[config.mk]
export PLATFORM = sky130hd
export DESIGN_NAME = id_ex_stage
export DESIGN_NICKNAME = d
export VERILOG_FILES = /design/src/rtl/id_ex_stage.sv
export SDC_FILE = /design/constraint.sdc
export NUM_CORES = 1
export LEC_CHECK = 0
export CORE_MARGIN = 2
export CORE_UTILIZATION = 25
export CTS_CLUSTER_DIAMETER = 120
export DETAILED_ROUTE_END_ITERATION = 8
export DONT_BUFFER_PORTS = 1
export HOLD_SLACK_MARGIN = 0.02
export PLACE_DENSITY = 0.49
export SLEW_MARGIN = 20
export SYNTH_ARGS = -nofsm -noshare
export SYNTH_HDL_FRONTEND = slang
export SYNTH_SLANG_ARGS = --single-unit
export TNS_END_PERCENT = 30
[constraint.sdc]
create_clock -name CLK -period 5.7 [get_ports CLK]
set_clock_uncertainty 0.1 [all_clocks]
set_input_delay 0.855 -clock CLK [delete_from_list [all_inputs] [get_ports CLK]]
set_output_delay 0.855 -clock CLK [all_outputs]
set_load 0.05 [all_outputs]
[src/rtl/id_ex_stage.sv]
// id_ex_stage: ID/EX register with forwarding, operand select, load-use detect; `ID_EX_PERF_COUNT_EN adds BUBBLE_COUNT/STALL_COUNT
module id_ex_stage #(
    parameter int XLEN = 32,
    parameter int RA_W = 5,
    parameter int OP_W = 5
) (
    input  logic            CLK,
    input  logic            RESET,
    input  logic            STALL,
    input  logic            FLUSH,
    input  logic            IN_VALID,
    input  logic [XLEN-1:0] IN_PC,
    input  logic [XLEN-1:0] IN_RDATA1,
    input  logic [XLEN-1:0] IN_RDATA2,
    input  logic [XLEN-1:0] IN_IMM,
    input  logic [OP_W-1:0] IN_ALUOP,
    input  logic [RA_W-1:0] IN_RS1,
    input  logic [RA_W-1:0] IN_RS2,
    input  logic [RA_W-1:0] IN_RD,
    input  logic            IN_SRC1_PC,
    input  logic            IN_SRC2_IMM,
    input  logic            IN_REG_WRITE,
    input  logic            IN_MEM_READ,
    input  logic            IN_MEM_WRITE,
    input  logic [RA_W-1:0] MEM_RD,
    input  logic            MEM_REG_WRITE,
    input  logic [XLEN-1:0] MEM_RESULT,
    input  logic [RA_W-1:0] WB_RD,
    input  logic            WB_REG_WRITE,
    input  logic [XLEN-1:0] WB_RESULT,
    output logic [XLEN-1:0] DATA1,
    output logic [XLEN-1:0] DATA2,
    output logic [OP_W-1:0] SELECT,
    output logic [XLEN-1:0] STORE_DATA,
    output logic [RA_W-1:0] RD,
    output logic            REG_WRITE,
    output logic            MEM_READ,
    output logic            MEM_WRITE,
    output logic            VALID,
    output logic            HAZARD_STALL
`ifdef ID_EX_PERF_COUNT_EN
    ,
    output logic [31:0]     BUBBLE_COUNT,
    output logic [31:0]     STALL_COUNT
`endif
);
    logic [XLEN-1:0] pc_q, rs1v_q, rs2v_q, imm_q, fwd1, fwd2;
    logic [OP_W-1:0] op_q;
    logic [RA_W-1:0] rs1_q, rs2_q, rd_q;
    logic            valid_q, rw_q, mr_q, mw_q;

    // MEM is the younger producer, so it wins over WB; x0 is never forwarded
    assign fwd1 = (MEM_REG_WRITE && MEM_RD != '0 && MEM_RD == rs1_q) ? MEM_RESULT :
                  (WB_REG_WRITE && WB_RD != '0 && WB_RD == rs1_q) ? WB_RESULT : rs1v_q;
    assign fwd2 = (MEM_REG_WRITE && MEM_RD != '0 && MEM_RD == rs2_q) ? MEM_RESULT :
                  (WB_REG_WRITE && WB_RD != '0 && WB_RD == rs2_q) ? WB_RESULT : rs2v_q;

    assign DATA1        = IN_SRC1_PC ? pc_q : fwd1;
    assign DATA2        = IN_SRC2_IMM ? imm_q : fwd2;
    assign STORE_DATA   = fwd2;
    assign SELECT       = op_q;
    assign RD           = rd_q;
    assign VALID        = valid_q;
    assign REG_WRITE    = valid_q & rw_q;
    assign MEM_READ     = valid_q & mr_q;
    assign MEM_WRITE    = valid_q & mw_q;
    assign HAZARD_STALL = valid_q && mr_q && rd_q != '0 && IN_VALID &&
                          (IN_RS1 == rd_q || IN_RS2 == rd_q) && !STALL && !FLUSH;

    always_ff @(posedge CLK or posedge RESET) begin
        if (RESET) begin
            valid_q <= 1'b0;
            rw_q    <= 1'b0;
            mr_q    <= 1'b0;
            mw_q    <= 1'b0;
            pc_q    <= '0;
            rs1v_q  <= '0;
            rs2v_q  <= '0;
            imm_q   <= '0;
            op_q    <= '0;
            rs1_q   <= '0;
            rs2_q   <= '0;
            rd_q    <= '0;
        end else if (FLUSH || (!STALL && HAZARD_STALL)) begin
            valid_q <= 1'b0;
            rw_q    <= 1'b0;
            mr_q    <= 1'b0;
            mw_q    <= 1'b0;
        end else if (STALL) begin
            // capture producers that retire while the stage is held
            rs1v_q <= fwd1;
            rs2v_q <= fwd2;
        end else begin
            valid_q <= IN_VALID;
            rw_q    <= IN_REG_WRITE;
            mr_q    <= IN_MEM_READ;
            mw_q    <= IN_MEM_WRITE;
            pc_q    <= IN_PC;
            rs1v_q  <= IN_RDATA1;
            rs2v_q  <= IN_RDATA2;
            imm_q   <= IN_IMM;
            op_q    <= IN_ALUOP;
            rs1_q   <= IN_RS1;
            rs2_q   <= IN_RS2;
            rd_q    <= IN_RD;
        end
    end

`ifdef ID_EX_PERF_COUNT_EN
    always_ff @(posedge CLK or posedge RESET) begin
        if (RESET) begin
            BUBBLE_COUNT <= '0;
            STALL_COUNT  <= '0;
        end else begin
            if (HAZARD_STALL) BUBBLE_COUNT <= BUBBLE_COUNT + 32'd1;
            if (STALL) STALL_COUNT <= STALL_COUNT + 32'd1;
        end
    end
`endif
endmodule

Word-level counts from Yosys, hierarchy flattened --
Cells that the tools add are included.
Storage, ports and cells: register bits 152, logic and storage cells 61, input port bits 234, output and inout bits 111
Operators by class: eq/ne operators 7, bitwise logic cells 5, reductions and logical operators 21, multiplexer cells 16
Operators by type and width (count):
- two-way mux 32 bit | 8
- == test 5 bit | 6
- nonzero test 5 bit | 3
- logical AND 1 bit | 13
- two-way mux 1 bit | 8
- AND 1 bit | 3
- zero test 1 bit | 2
- logical OR 1 bit | 2
- inequality test 2 x 1 -> 1 bit, second input constant | 1
- inverter 1 bit | 2
- AND reduction 2 bit | 1

Logic depth before layout (Yosys ltp) --
depth in word-level cells 10, mapped depth 8, gate-level depth less buffers 5

Least setup slack after synthesis --
OpenSTA, ideal clock, no wires.
path kind input -> output, start point in WB_RD[3], end point out DATA2[27], path slack 1347 ps, arrival time 3398 ps, buffers on the path 2, stages on the path 7, path through or4_4 -> o211a_1 -> buf_2 -> buf_2 -> a21oi_1 -> nor3_1 -> o31ai_1
On the way: longest elaborated chain between the ends 6
RTL lines:
- from (decl) | RTL line 28 | input logic [RA_W-1:0] WB_RD,
- nonzero test 5 bit | RTL line 56 | (WB_REG_WRITE && WB_RD != '0 && WB_RD == rs2_q) ? WB_RESULT : rs2v_q;
- logical AND 1 bit | RTL line 56
- logical AND 1 bit * | RTL line 56
- two-way mux 32 bit * | RTL line 56
- two-way mux 32 bit * | RTL line 55 | assign fwd2 = (MEM_REG_WRITE && MEM_RD != '0 && MEM_RD == rs2_q) ? MEM_RESULT :
- two-way mux 32 bit * | RTL line 59 | assign DATA2 = IN_SRC2_IMM ? imm_q : fwd2;
- to (decl) | RTL line 32 | output logic [XLEN-1:0] DATA2,
Mark *: on every way between the ends. The rest lies on a longest branch, timed or not.

Worst setup path in the final report --
start point in MEM_RD[1], end point out DATA2[25]
On the way: longest elaborated chain between the ends 5
RTL lines:
- from (decl) | RTL line 25 | input logic [RA_W-1:0] MEM_RD,
- nonzero test 5 bit | RTL line 55
- logical AND 1 bit | RTL line 55
- logical AND 1 bit * | RTL line 55
- two-way mux 32 bit * | RTL line 55
- two-way mux 32 bit * | RTL line 59
Marks and branches as above.

==> flow_summary.yaml <==
power_and_ir_drop:
  p_leak_uw: 0.005018
  comb_power_share: 0.359
  switchingPower_uw: 1651
  p_int_uw: 2419
  p_sw_frac: 0.4056
  ir_drop_mv: 0.2504
  power.sequential.fraction: 0.334
  power.total_uw: 4070
  clkPwrFrac: 0.308
  power_per_cell_area_nw_per_um2: 350.8
cells_and_area:
  fillerInstances: 4061
  syn_to_final_growth_pct: 18.60
  fin_nets: 1308
  drive_gt1_frac: 0.2797
  finalInstanceArea_um2: 11600
  final_cells: 1611
synth:
  ys_seq_area_frac: 0.3888
  synth_edf_count: 0
  synth.most_common_cell: "dfrtp_1"
  syn_nets: 1286
  ys_ff_latch: 152
  synth_common_cells: "152 x dfrtp_1, 101 x inv_1, 76 x mux2_2"
  synth_area_um2: 9783
  yosysUniqueCellTypes: 41
  syn_inst: 1052
  async_flop_share: 1.000
  ys.flop_type: "dfrtp_1"
  yosys.area.top_type: "dfrtp_1"
  netlist.area_leader.share: 0.3888
  synthTopCellsByArea: "dfrtp_1 39%, mux2_2 8.7%, o221ai_1 4.8%"
  avgSynthCellArea_um2: 9.300
  yosys_warnings: 0
placement:
  gp_congestion: 0.9423
  hpwl_um: 30110
  io_buffers: 0
  dpl_cell_area_um2: 10960
  dp_worst_setup_slack_ns: 0.8389
  dp_cells: 1573
clocking:
  root_buffer: "clkbuf_16"
  htree_levels: 4
  insertion_delay_ns: 0.45
  cts.clk_slew.worst_paths_ns: 0.06
  cts_buffers: 17
  cts_tree: "yes"
  cts_hold_buffers: 0
  post-cts-setup-buffers: 0
  cts_sinks: 152
  ctsResizeCount: 0
  cts_buffer_depth: 2
worst_setup_path:
  timing.rr.end: "rs1v_q[21]"
  reg2reg_from: "RD[0]"
  rrSetupSlack_ns: 2.03
  cp.arrival_ns: 3.92
  ff2ff_path_depth: 7
  critPathLaunchType: "primary input"
  crit_type: "primary input to output port"
  cp-end-kind: "output port"
  worstPathMaxFanout: 23
  required_ns: 4.74
floorplan:
  core-area_um2: 38650
  chipHeight_um: 201.8
  fp.dieW_um: 201.8
  die_area_um2: 40730
  rows: 72
  start_util: 0.2531
  pin_count: 345
timing:
  relSlewSlack: 0.2589
  hold_viol_final: 0
  fin_crit_sh: 0.8558
  fmax_mhz: 205.0
  finalMaxSlewViolations: 0
  setup_ws_ns: 0.8220
  period_minus_slack_ns: 4.878
  tns_ns: 0
  rsz0062_at_grt: "false"
  setup_viol: 0
  worst_pin_slew_ns: 1.109
grt:
  grt_pass1_vias: 8391
  grt_max_degree: 78
  grt_pass1_wl_um: 59170
  grtUsageTotal: 0.1950
  antenna_found_initial: 4
  grt-ovfl-total: 0
run_status:
  status: "finished, final reports clean"
flow_run:
  drv_cap: 0
routing:
  vias_per_cell: 5.308
  ant_nets: 0
  routed_wl_um: 39970
  vias: 8551
  drt_first_pass_iters: 6
  wl_per_cell_um: 24.81
  initialDrtViolationCount: 585
  drc: 0
worst_hold_path:
  hp-class: "primary input to async pin"
==> stage by stage <==
step | hold slack (ns) | utilization
after floorplan | 0.3577 | -
after global placement | 0.3763 | 0.2836
after detailed placement | 0.3748 | 0.2836
after CTS | 0.2841 | 0.2998
after global routing | 0.3148 | 0.3000
final | 0.2560 | 0.3002
==> cell type report <==
class                   instances  area [µm²]  share of cell area
multi-input cells             698        5294              0.4563
diodes                          6       15.01            0.001294
inverters                     101       384.1             0.03311
flip-flops and latches        152        3804              0.3278
clock inverters                14       187.7             0.01618
repair buffers                104       830.8             0.07161
clock buffers                  18       439.2             0.03785
well taps                     518       648.1             0.05586
==> flip-flops by register name, indices dropped and copies added (netlist names) <==
name / cells
rs2v_q: 32
rs1v_q: 32
VALID: 1
imm_q: 32
pc_q: 32
rs2_q: 5
mr_q: 1
RD: 5
SELECT: 5
rw_q: 1
mw_q: 1
rs1_q: 5
==> power groups by stage <==
| stage | Combinational [µW] | Clock, µW | Sequential, µW |
|---|---|---|---|
| 6_report | 1460 | 1250 | 1360 |
| 5_1_grt | 1550 | 1340 | 1370 |
| 4_1_cts | 1460 | 1300 | 1360 |
| 3_5_place_dp | 1460 | 0 | 1380 |
| 3_3_place_gp | 1450 | 0 | 1370 |
| 2_1_floorplan | 1080 | 0 | 1350 |
==> cells by family (layout without fill, tap and decap cells) <==
| group | count (synthesis) | count (layout) | synth area share |
|---|---|---|---|
| AO/OA/AOI/OAI | 303 | 303 | 0.2425 |
| XOR/XNOR | 30 | 30 | 0.02686 |
| buffers and inverters | 202 | 237 | 0.08748 |
| flip-flops | 152 | 152 | 0.3888 |
| multiplexers | 94 | 94 | 0.1151 |
| other | 0 | 6 | 0 |
| AND/OR/NAND/NOR | 271 | 271 | 0.1393 |
==> per-layer routing <==
layer	up-vias	GRT usage	wire (µm)
li1	3911	-	-
met1	4251	0.2869	19290
met2	344	0.2743	17070
met3	45	0.04563	2765
met4	0	0.07222	843
met5	-	0	0
==> how the worst max path moves through the flow <==
stage / start / to / depth (start not counted)
floorplan: RESET / RD[0] / 1
CTS: rs2_q[3] / DATA2[14] / 6
detailed placement: MEM_RD[1] / DATA2[25] / 7
finish: MEM_RD[1] / DATA2[25] / 7
global route: rs2_q[3] / DATA2[14] / 6
global placement: MEM_RD[1] / DATA2[28] / 7
==> worst max-delay path, stage by stage <==
cell and delay, ns:
or4_4 0.54, o211a_1 0.60, nand2_1 1.01, a31oi_1 0.17, buf_4 0.26, mux2_2 0.30, buf_12 0.15
==> cell usage in the layout, fill, tap and decap left out, types with 3 or more instances in the layout <==
| cell type | n |
|---|---|
| o21ai_1 | 33 |
| o311ai_1 | 22 |
| a221o_1 | 10 |
| clkinv_4 | 4 |
| inv_1 | 100 |
| a31oi_1 | 6 |
| diode_2 | 6 |
| o31ai_2 | 52 |
| a21oi_1 | 54 |
| mux2_2 | 76 |
| o221ai_1 | 54 |
| nor3_1 | 34 |
| nand3_1 | 54 |
| dfrtp_1 | 152 |
| clkbuf_16 | 17 |
| bufinv_16 | 3 |
| o211ai_1 | 33 |
| and3_1 | 54 |
| and2_1 | 3 |
| xor2_1 | 10 |
| buf_4 | 100 |
| inv_6 | 5 |
| nor2_1 | 46 |
| xnor2_1 | 20 |
| nand2_1 | 56 |
| o21ai_0 | 10 |
| a32o_1 | 4 |
| o211a_1 | 12 |
| buf_12 | 4 |
| nand3b_1 | 10 |
| or4_4 | 3 |
| a31oi_2 | 4 |
| mux2_4 | 18 |
(Power assumes the default switching activity.)
